$ cat config.mk
export PLATFORM = sky130hd
export DESIGN_NAME = reg_op_sequencer
export DESIGN_NICKNAME = d
export VERILOG_FILES = /design/src/rtl/reg_op_sequencer.sv
export SDC_FILE = /design/constraint.sdc
export NUM_CORES = 1
export LEC_CHECK = 0
export ABC_AREA = 0
export CAP_MARGIN = 20
export CORE_MARGIN = 1.5
export CORE_UTILIZATION = 45
export CTS_CLUSTER_DIAMETER = 120
export DETAILED_ROUTE_END_ITERATION = 10
export PLACE_DENSITY_LB_ADDON = 0.08
export SYNTH_ARGS = -nofsm -noshare
export SYNTH_HDL_FRONTEND = slang
export SYNTH_SLANG_ARGS = --single-unit
$ cat constraint.sdc
create_clock -name CLK -period 6.5 [get_ports CLK]
set_clock_uncertainty 0.15 [all_clocks]
set_input_delay 0.65 -clock CLK [delete_from_list [all_inputs] [get_ports CLK]]
set_output_delay 0.65 -clock CLK [all_outputs]
set_load 0.03 [all_outputs]
$ cat src/rtl/reg_op_sequencer.sv
// reg_op_sequencer
//    Multi-cycle control/execute sequencer for the 8-bit lab CPU. It drives the
//    initiator side of the 8x8 register file. One 32-bit instruction is accepted
//    per INSTR_VALID/INSTR_READY handshake. The sequencer reads two operands,
//    computes an 8-bit result and issues a single-cycle write-back.
//
//    Instruction word: [31:24] opcode, [23:16] dest, [15:8] src1, [7:0] src2/imm.
//    Only the low ADDR_W bits of each register field are used.
//    Opcodes: 00 loadi, 01 mov, 02 add, 03 sub, 04 and, 05 or. All others are illegal.
//
//    Ports:
//       CLK, RESET               clock and synchronous active-high reset
//       INSTR, INSTR_VALID       instruction input and its valid strobe
//       INSTR_READY              sequencer is idle and can accept an instruction
//       RF_ADDR_A/B, RF_OUT_A/B  register file read addresses and read data
//                                (the read data arrives one cycle after the address)
//       RF_ADDR_IN, RF_IN        register file write address and write data
//       RF_WRITE_EN              one-cycle write pulse per retired instruction
//       BUSY                     high whenever the FSM is not in IDLE
//       RETIRE_CNT               wrapping count of written-back instructions
//       ILLEGAL                  sticky illegal-opcode trap flag
//
//    Build option: define ILLEGAL_TRAP_EN to enable the trap. When it is set, an
//    illegal opcode sets ILLEGAL in its WB cycle. The FSM then halts in IDLE with
//    INSTR_READY low until RESET. Without the macro, ILLEGAL is tied low and
//    illegal opcodes retire as NOPs.
module reg_op_sequencer #(
   parameter int DATA_W = 8,
   parameter int ADDR_W = 3,
   parameter int CNT_W  = 8
) (
   input  logic              CLK,
   input  logic              RESET,
   input  logic [31:0]       INSTR,
   input  logic              INSTR_VALID,
   output logic              INSTR_READY,
   output logic [ADDR_W-1:0] RF_ADDR_A,
   output logic [ADDR_W-1:0] RF_ADDR_B,
   input  logic [DATA_W-1:0] RF_OUT_A,
   input  logic [DATA_W-1:0] RF_OUT_B,
   output logic [ADDR_W-1:0] RF_ADDR_IN,
   output logic [DATA_W-1:0] RF_IN,
   output logic              RF_WRITE_EN,
   output logic              BUSY,
   output logic [CNT_W-1:0]  RETIRE_CNT,
   output logic              ILLEGAL
);

   localparam logic [1:0] S_IDLE = 2'd0;
   localparam logic [1:0] S_READ = 2'd1;
   localparam logic [1:0] S_EXEC = 2'd2;
   localparam logic [1:0] S_WB   = 2'd3;

   logic [1:0]        r_state;
   logic [7:0]        r_op;
   logic [ADDR_W-1:0] r_dest;
   logic [DATA_W-1:0] r_imm;
   logic [ADDR_W-1:0] r_addr_a;
   logic [ADDR_W-1:0] r_addr_b;
   logic [ADDR_W-1:0] r_addr_in;
   logic [DATA_W-1:0] r_rf_in;
   logic              r_we;
   logic              r_ready;
   logic              r_busy;
   logic [CNT_W-1:0]  r_cnt;

   logic              w_legal;
   logic              w_trap;
   logic [DATA_W-1:0] w_result;
   logic              w_unused;

   // The upper bits of the register fields are ignored.
   assign w_unused = ^{INSTR[23:16+ADDR_W], INSTR[15:8+ADDR_W]};

   assign w_legal = (r_op <= 8'h05);

`ifdef ILLEGAL_TRAP_EN
   logic r_illegal;

   always_ff @(posedge CLK) begin
      if (RESET) begin
         r_illegal <= 1'b0;
      end else if (r_state == S_EXEC && !w_legal) begin
         r_illegal <= 1'b1;
      end
   end

   assign w_trap = r_illegal;
`else
   assign w_trap = 1'b0;
`endif

   always_comb begin
      w_result = '0;
      case (r_op)
         8'h00:   w_result = r_imm;
         8'h01:   w_result = RF_OUT_A;
         8'h02:   w_result = RF_OUT_A + RF_OUT_B;
         8'h03:   w_result = RF_OUT_A - RF_OUT_B;
         8'h04:   w_result = RF_OUT_A & RF_OUT_B;
         8'h05:   w_result = RF_OUT_A | RF_OUT_B;
         default: w_result = '0;
      endcase
   end

   // The read addresses are registered on the handshake edge, so they are valid
   // throughout READ. The register file answers during EXEC, and the write-back
   // registers are loaded on the EXEC->WB edge. RF_WRITE_EN is therefore high
   // for exactly the WB cycle.
   always_ff @(posedge CLK) begin
      if (RESET) begin
         r_state   <= S_IDLE;
         r_op      <= '0;
         r_dest    <= '0;
         r_imm     <= '0;
         r_addr_a  <= '0;
         r_addr_b  <= '0;
         r_addr_in <= '0;
         r_rf_in   <= '0;
         r_we      <= 1'b0;
         r_ready   <= 1'b1;
         r_busy    <= 1'b0;
         r_cnt     <= '0;
      end else begin
         r_we <= 1'b0;
         case (r_state)
            S_IDLE: begin
               // r_ready is held low while trapped, which blocks acceptance.
               if (INSTR_VALID && r_ready) begin
                  r_op     <= INSTR[31:24];
                  r_dest   <= INSTR[16 +: ADDR_W];
                  r_imm    <= DATA_W'(INSTR[7:0]);
                  r_addr_a <= INSTR[8 +: ADDR_W];
                  r_addr_b <= INSTR[0 +: ADDR_W];
                  r_ready  <= 1'b0;
                  r_busy   <= 1'b1;
                  r_state  <= S_READ;
               end
            end
            S_READ: begin
               r_state <= S_EXEC;
            end
            S_EXEC: begin
               r_addr_in <= r_dest;
               r_rf_in   <= w_result;
               if (w_legal) begin
                  r_we  <= 1'b1;
                  r_cnt <= r_cnt + 1'b1;
               end
               r_state <= S_WB;
            end
            default: begin
               r_busy  <= 1'b0;
               r_ready <= !w_trap;
               r_state <= S_IDLE;
            end
         endcase
      end
   end

   assign INSTR_READY = r_ready;
   assign RF_ADDR_A   = r_addr_a;
   assign RF_ADDR_B   = r_addr_b;
   assign RF_ADDR_IN  = r_addr_in;
   assign RF_IN       = r_rf_in;
   assign RF_WRITE_EN = r_we;
   assign BUSY        = r_busy;
   assign RETIRE_CNT  = r_cnt;
   assign ILLEGAL     = w_trap;

endmodule
== Yosys cells after proc, flatten, opt, wreduce, memory -nomap -nowiden ==
Index checks and enable logic that the tools add are counted.

* Bits in registers: 49
* Bits in latches: 0
* Bits in writable memories: 0
* ROM bits: 0
* Input bits: 51
* Output and inout port bits: 29
* Word-level logic and storage cells: 44
* Memories kept: 0

* $add $sub $neg: 3
* $mul: 0
* Div/mod/pow operators: 0
* $lt $le $gt $ge: 1
* Equality and inequality tests: 8
* Shifts and indexed selects: 0
* Mux-type cells: 8
* Bitwise logic cells: 4
* Reduce and logical (&&, ||, !) cells: 8

{| class="wikitable"
|+ Operators with widths
! kind !! number
|-
| $pmux 8 s6 || 1
|-
| $eq 8x2->1 const B || 2
|-
| $eq 8x3->1 const B || 2
|-
| $add 8x1->8 const B || 1
|-
| $add 8x8->8 || 1
|-
| $and 8x8->8 || 1
|-
| $eq 8x1->1 const B || 1
|-
| $le 8x3->1 const B || 1
|-
| $logic_not 8->1 || 1
|-
| $or 8x8->8 || 1
|-
| $sub 8x8->8 || 1
|-
| $pmux 2 s3 || 1
|-
| $reduce_and 2->1 || 3
|-
| $pmux 1 s2 || 2
|-
| $reduce_or 2->1 || 2
|-
| $mux 1 || 3
|-
| $eq 2x1->1 const B || 1
|-
| $eq 2x2->1 const B || 1
|-
| $logic_not 2->1 || 1
|-
| $mux 2 || 1
|-
| $ne 2x2->1 const B || 1
|-
| $not 1->1 || 2
|-
| $logic_and 1x1->1 || 1
|}

== Logic depth before layout (Yosys ltp) ==
Gate-level depths: netlist (run 1).

* Depth after elaboration: 4
* Depth in mapped cells: 11
* Depth with buffers taken out: 11

== Worst setup path after synthesis (run 1) ==
OpenSTA, ideal clock, no wires.

* Kind: flip-flop to flip-flop
* Start: reg r_op[4]
* End: reg r_rf_in[7], in the netlist RF_IN[7]
* Arrival time: 2.905 ns
* Path slack: 3.381 ns
* Cell stages (with the launch flop): 12
* Path buffers: 0
* Period minus slack after synthesis: 3.119 ns
* Cell sequence: dfxtp_1 > or4_4 > nor2_1 > nand3_1 > nor2_1 > a21oi_1 > ha_1 > nor2b_1 > o31a_1 > o41a_1 > a2111o_1 > nand4_1

* Longest elaborated chain between the ends: 2
* Elaborated cells between the ends (all ways): 7

{| class="wikitable"
|+ RTL lines
! item !! line !! text
|-
| start: declaration || 55 || <nowiki>logic [7:0] r_op;</nowiki>
|-
| start signal: assignment || 130 || <nowiki>r_op <= INSTR[31:24];</nowiki>
|-
| $eq 8x3->1 (tied with other cells) || 95 || <nowiki>case (r_op)</nowiki>
|-
| $pmux 8 s6 (*) || 95 ||
|-
| end signal: assignment || 145 || <nowiki>r_rf_in <= w_result;</nowiki>
|-
| end: declaration || 61 || <nowiki>logic [DATA_W-1:0] r_rf_in;</nowiki>
|}

Every way passes the cells marked *; elsewhere a longest branch is shown, timed or not.
A chain may end at the register's enable or synchronous reset.

== Final worst setup path (run 1) ==
Same ends and word-level chain as after synthesis.

==> results.tsv, run 1 <==
metric	value	unit
io-pin-count	80	
worst_pin_slew	0.8736	ns
power.density	291.4	mW/mm2
place_congestion	0.8867	
synth_top_cell_by_area	dfxtp_1	
post_cts_buffers	0	
dp_hpwl	4549	um
grt_pass1_wl	10310	um
grt-ovfl-total	0	
drive_gt1_frac	0.03175	
core_area	0.005507	mm2
grt_max_degree	46	
crit_family	simple AND/OR/NAND/NOR gates	
cp.arrival	3.60	ns
drtIter0Drc	115	
drv_slew	0	
htreeDepth	2	
dp_cells	442	
crit_top_cell	nor2_1	
fmax	285.0	MHz
drt_wl_total	6093	um
yosysSeqAreaShare	0.3582	
ys_seq_elements	46	
slowest_delay	0.58	ns
rsz0062_at_grt	no	
crit_fanout	7	
dieArea	0.006176	mm2
ant_nets	0	
end_kind	flip-flop	
wl_per_cell	13.54	um
slew_headroom	0.4159	
finalPower	972.7	uW
firstDrtPassIters	4	
path_cells	or4_4 -> nor2_1 -> nand3_1 -> nor2_1 -> a21oi_1 -> ha_1 -> nor2b_1 -> o31a_1 -> o41a_1 -> a2111o_1 -> nand4_1	
r2r_slack	2.99	ns
power.leakage	1.254	nW
hold_class	reg -> reg	
final_cells	450	
cts_tree	done	
cts_resized	0	
grt.total_usage	0.2102	
start_util	0.4669	
syn_inst	321	
cts_buffers	5	
fin_tns_setup	0	ns
ys.flop_type	dfxtp_1	
worst_ep_required_time	6.59	ns
cp-endpoint	RF_IN[7]$_SDFFE_PP0P_	
synthArstFlopShare	0	
synth_top_area_frac	0.3582	
antenna_cells	0	
start_kind	flip-flop	
clock-sinks	46	
fin_util	0.6062	
worstReg2RegStart	r_op[4]$_SDFFE_PP0P_	
whs	0.3089	ns
timing.rr.end	RF_IN[7]$_SDFFE_PP0P_	
clk_latency	0.29	ns
crit_path_start	r_op[4]$_SDFFE_PP0P_	
root_buffer	clkbuf_8	
r2r_cells	11	
grt_pass1_vias	2214	
whs_path_depth	2	
vdd_drop_max	217.0	uV
cp.depth	11	
maxCapViolCount	0	
die-width	78.59	um
nNetsFinal	442	
worstSetupPathType	reg -> reg	
syn_area	0.002571	mm2
cts_buffer_depth	2	
status	finished clean	
synthTopCellsByArea	dfxtp_1 (36%), nand2_1 (7.7%), a21oi_1 (7.0%), ha_1 (6.3%), nor2_1 (3.2%)	
dpl_cell_area	0.003252	mm2
finalCritPeriodShare	0.5398	
path_clk_slew	0.09	ns
num_vias	2370	
layout_setup_ws	2.991	ns
setup_viol	0	
synth_cell_types	47	
slowest_stage	or4_4	
die_y	78.59	um
hold_viol_final	0	
area_delta_synth_final	29.83	%
fin_area	0.003338	mm2
num_rows	27	
ctsHoldBuffers	0	
port_buffers	68	
routed_via_density	5.267	
synth.net_count	386	
yosys_warnings	0	
synth-edff-count	0	
synth.avg_cell_area	8.010	um2
cp.buffers_inverters	0	
period_minus_slack	3.509	ns
drc	0	
antenna_found_initial	0	
pre_cts_ws	3.023	ns
[metal layers]
metal / global-route usage / share of wire / vias to the layer above
met5: 0 / 0 / -
met4: 0.06429 / 0.014 / 0
met3: 0.03605 / 0.040 / 8
met2: 0.3276 / 0.45 / 49
met1: 0.2949 / 0.50 / 1084
li1: - / - / 1229
[cells in the mapped netlist, types with 6 or more instances]
cell,instances
nor3_1,6
nor2b_1,8
nand2b_1,7
nand4_1,6
and2_1,6
ha_1,13
o21a_1,8
nor2_1,22
nand2_1,53
a21oi_1,36
inv_1,9
clkbuf_1,15
xor2_1,9
o21ai_0,16
dfxtp_1,46
[sequential cells by signal, summed over array words and instances, names as in the netlist, 2 cells and up]
| register | flops |
|---|---|
| r_imm | 8 |
| r_dest | 3 |
| RETIRE_CNT | 8 |
| RF_IN | 8 |
| r_op | 8 |
| RF_ADDR_A | 3 |
| r_state | 2 |
| RF_ADDR_IN | 3 |
[worst min path at each step]
stage	startpoint	to	slack [ns]
after floorplan	r_op[7]$_SDFFE_PP0P_	r_op[7]$_SDFFE_PP0P_	0.29
after global placement	RF_ADDR_A[0]$_SDFFE_PP0P_	RF_ADDR_A[0]$_SDFFE_PP0P_	0.29
after detailed placement	RF_ADDR_A[2]$_SDFFE_PP0P_	RF_ADDR_A[2]$_SDFFE_PP0P_	0.30
after CTS	r_op[7]$_SDFFE_PP0P_	r_op[7]$_SDFFE_PP0P_	0.31
after global routing	r_imm[6]$_SDFFE_PP0P_	r_imm[6]$_SDFFE_PP0P_	0.34
final	RF_ADDR_A[0]$_SDFFE_PP0P_	RF_ADDR_A[0]$_SDFFE_PP0P_	0.31
[worst register-to-register path, cell delays in order, from the launching register on]
cell      delay, ns
dfxtp_1        0.32
or4_4          0.58
nor2_1         0.30
nand3_1        0.29
nor2_1         0.21
a21oi_1        0.07
ha_1           0.27
nor2b_1        0.15
o31a_1         0.28
o41a_1         0.36
a2111o_1       0.40
nand4_1        0.09
[cells by family (layout without fill, tap and decap cells)]
kind of cell,count (synthesis),in the layout,synth area share
simple gates,126,126,0.2453
compound gates,88,88,0.2131
flops,46,46,0.3581
buf+inv,29,86,0.05109
fa+ha+maj,14,14,0.07105
xor+xnor,13,13,0.04428
mux,4,4,0.01557
other cells,1,1,0.001458
[power by group]
part,leakage [nW],internal [mW],switching (mW),total [mW]
logic,0.835,0.174,0.248,0.422
registers,0.374,0.334,0.0491,0.383
clock network,0.0452,0.0759,0.0916,0.168
total,1.25,0.584,0.389,0.973
[area by class of cell]
type | instances | area [um2]
Tap cell | 72 | 90.09
Clock inverter | 2 | 13.76
Timing Repair Buffer | 69 | 688.2
Inverter | 9 | 33.78
Multi-Input combinational cell | 246 | 1519
Sequential cell | 46 | 920.9
Clock buffer | 6 | 72.57
Fill cell | 534 | 2168
[layout by cell type, fill, tap and decap left out, types with 2 or more instances in the layout]
master | synthesis | layout
nor2_1 | 22 | 22
nor3_1 | 6 | 6
nand4_1 | 6 | 6
and3_1 | 3 | 3
nor2b_1 | 8 | 8
o211ai_1 | 3 | 3
a211oi_1 | 3 | 3
o31a_1 | 2 | 2
nand2_1 | 53 | 53
inv_1 | 9 | 9
a32oi_1 | 3 | 3
a21o_1 | 2 | 2
o21ai_0 | 16 | 16
ha_1 | 13 | 13
a22oi_1 | 4 | 4
a21oi_1 | 36 | 36
o21a_1 | 8 | 8
nand3_1 | 3 | 3
nand2b_1 | 7 | 7
clkbuf_8 | 0 | 5
mux2i_1 | 4 | 4
o31ai_1 | 3 | 3
clkdlybuf4s50_1 | 0 | 68
or3_1 | 4 | 4
and2_1 | 6 | 6
xnor2_1 | 4 | 4
xor2_1 | 9 | 9
dfxtp_1 | 46 | 46
No activity file was read; power rests on OpenSTA's default activity.
==> inputs of run 2 (changes only) <==
- CORE_UTILIZATION: 45 -> 42
- clock period: 6.5 -> 2.8 ns (I/O delays scaled with it)
==> run 2 against run 1 <==
The flow now finishes with violations (negative setup slack); clock-buffer cell count fell by 1; clock power rose to 3.0 times the previous value; critical endpoint unchanged; flip-flop and latch count did not move; largest power group unchanged; global-route usage rose by 0.49 points.
==> results.tsv, run 2 (synthesis results as in run 1) <==
metric	value	unit
slew_headroom	0.4691	
hold_class	reg -> reg	
slowest_stage	or4_4	
finalCritPeriodShare	1.079	
clk_latency	0.30	ns
layout_setup_ws	-0.2223	ns
period_minus_slack	3.022	ns
status	finished with violations	
routed_via_density	5.251	
end_kind	flip-flop	
cp.arrival	3.11	ns
htreeDepth	2	
antenna_found_initial	0	
start_util	0.4343	
cts_tree	done	
drive_gt1_frac	0.1250	
dp_hpwl	4921	um
clock-sinks	46	
fmax	330.9	MHz
worst_ep_required_time	2.89	ns
drtIter0Drc	110	
nFillCells	552	
power.leakage	1.427	nW
worst_pin_slew	0.7964	ns
r2r_cells	11	
mostFrequentLayoutCell	clkdlybuf4s50_1	
grt-ovfl-total	0	
cp.depth	11	
cts_buffers	5	
slowest_delay	0.58	ns
port_buffers	68	
crit_top_cell	nor2_4	
setup_viol	4	
power.density	696.9	mW/mm2
num_vias	2536	
path_cells	or4_4 -> nor2_4 -> nand3_4 -> nor2_4 -> a21oi_1 -> ha_1 -> nor2b_4 -> o31a_1 -> o41a_1 -> a2111o_1 -> nand4_1	
vdd_drop_max	662.7	uV
worstSetupPathType	reg -> reg	
cp.buffers_inverters	0	
wl_per_cell	13.81	um
crit_fanout	5	
dieArea	0.006600	mm2
whs_path_depth	2	
drc	0	
firstDrtPassIters	4	
maxCapViolCount	0	
cts_buffer_depth	2	
pre_cts_ws	-0.2222	ns
drt_wl_total	6669	um
hold_viol_final	0	
drv_slew	0	
grt.total_usage	0.2151	
grt_pass1_vias	2342	
num_rows	28	
area_delta_synth_final	42.29	%
start_kind	flip-flop	
violations	negative setup slack	
root_buffer	clkbuf_8	
io-pin-count	80	
rsz0062_at_grt	yes	
path_clk_slew	0.09	ns
nNetsFinal	472	
grt_pass1_wl	10870	um
grt_max_degree	45	
whs	0.3055	ns
die-width	81.24	um
ant_nets	0	
place_congestion	0.9015	
crit_family	simple AND/OR/NAND/NOR gates	
antenna_cells	0	
fin_tns_setup	-0.5157	ns
die_y	81.24	um
final_cell_mix	clkdlybuf4s50_1 (68), nand2_1 (53), dfxtp_1 (45)	
core_area	0.005921	mm2
-- run 2: final timing paths --
path / end / slack, ns / from
max: RF_IN[7]$_SDFFE_PP0P_ / -0.22 / r_op[7]$_SDFFE_PP0P_
min: RF_ADDR_A[2]$_SDFFE_PP0P_ / 0.31 / RF_ADDR_A[2]$_SDFFE_PP0P_
max reg2reg: RF_IN[7]$_SDFFE_PP0P_ / -0.22 / r_op[7]$_SDFFE_PP0P_
min reg2reg: RF_ADDR_A[2]$_SDFFE_PP0P_ / 0.31 / RF_ADDR_A[2]$_SDFFE_PP0P_
-- run 2: area by class of cell --
cell class                 count  area (um2)  area share
sequential                    46       922.1      0.2521
tap                           75       93.84     0.02565
inverter                       9       33.78    0.009234
clock buffer                   5       68.82     0.01881
clock inverter                 3       43.79     0.01197
multi-input combinational    246        1583      0.4326
timing repair buffer          99       913.4      0.2497
-- run 2: worst reg2reg max path, cell delays in order, from the launching register on --
cell and delay (ns):
dfxtp_2 0.33, or4_4 0.58, nor2_4 0.14, nand3_4 0.11, nor2_4 0.13, a21oi_1 0.05
ha_1 0.27, nor2b_4 0.13, o31a_1 0.26, o41a_1 0.33, a2111o_1 0.40, nand4_1 0.09
-- run 2: stage by stage --
step	instance area [um2]	std cells	utilization	power (mW)
floorplan	2586	321	-	1.607
global placement	3466	471	0.5854	2.002
detailed placement	3466	471	0.5854	2.015
CTS	3635	481	0.6139	2.565
global route	3659	483	0.6179	2.731
finish	3659	483	0.6179	2.549
-- run 2: layer usage --
layer  GRT usage  part of all wire  wire, um
met4     0.06207             0.011        76
met2      0.3458              0.46      3094
met5           0                 0         0
met1      0.2964              0.47      3132
met3     0.03371             0.055       366
-- run 2: report_power, final --
| part | internal (mW) | switching [mW] | leakage [nW] | total (mW) |
|---|---|---|---|---|
| logic | 0.507 | 0.662 | 0.994 | 1.17 |
| registers | 0.776 | 0.0957 | 0.375 | 0.872 |
| clock network | 0.268 | 0.241 | 0.0585 | 0.509 |
-- run 2: timing repair --
item | in CTS | in global routing
setup buffers | 2 | 2
gates resized for setup | 6 | 4
pin swaps | 4 | 1
hold buffers | 0 | 0
setup endpoints to repair | 5 | 6
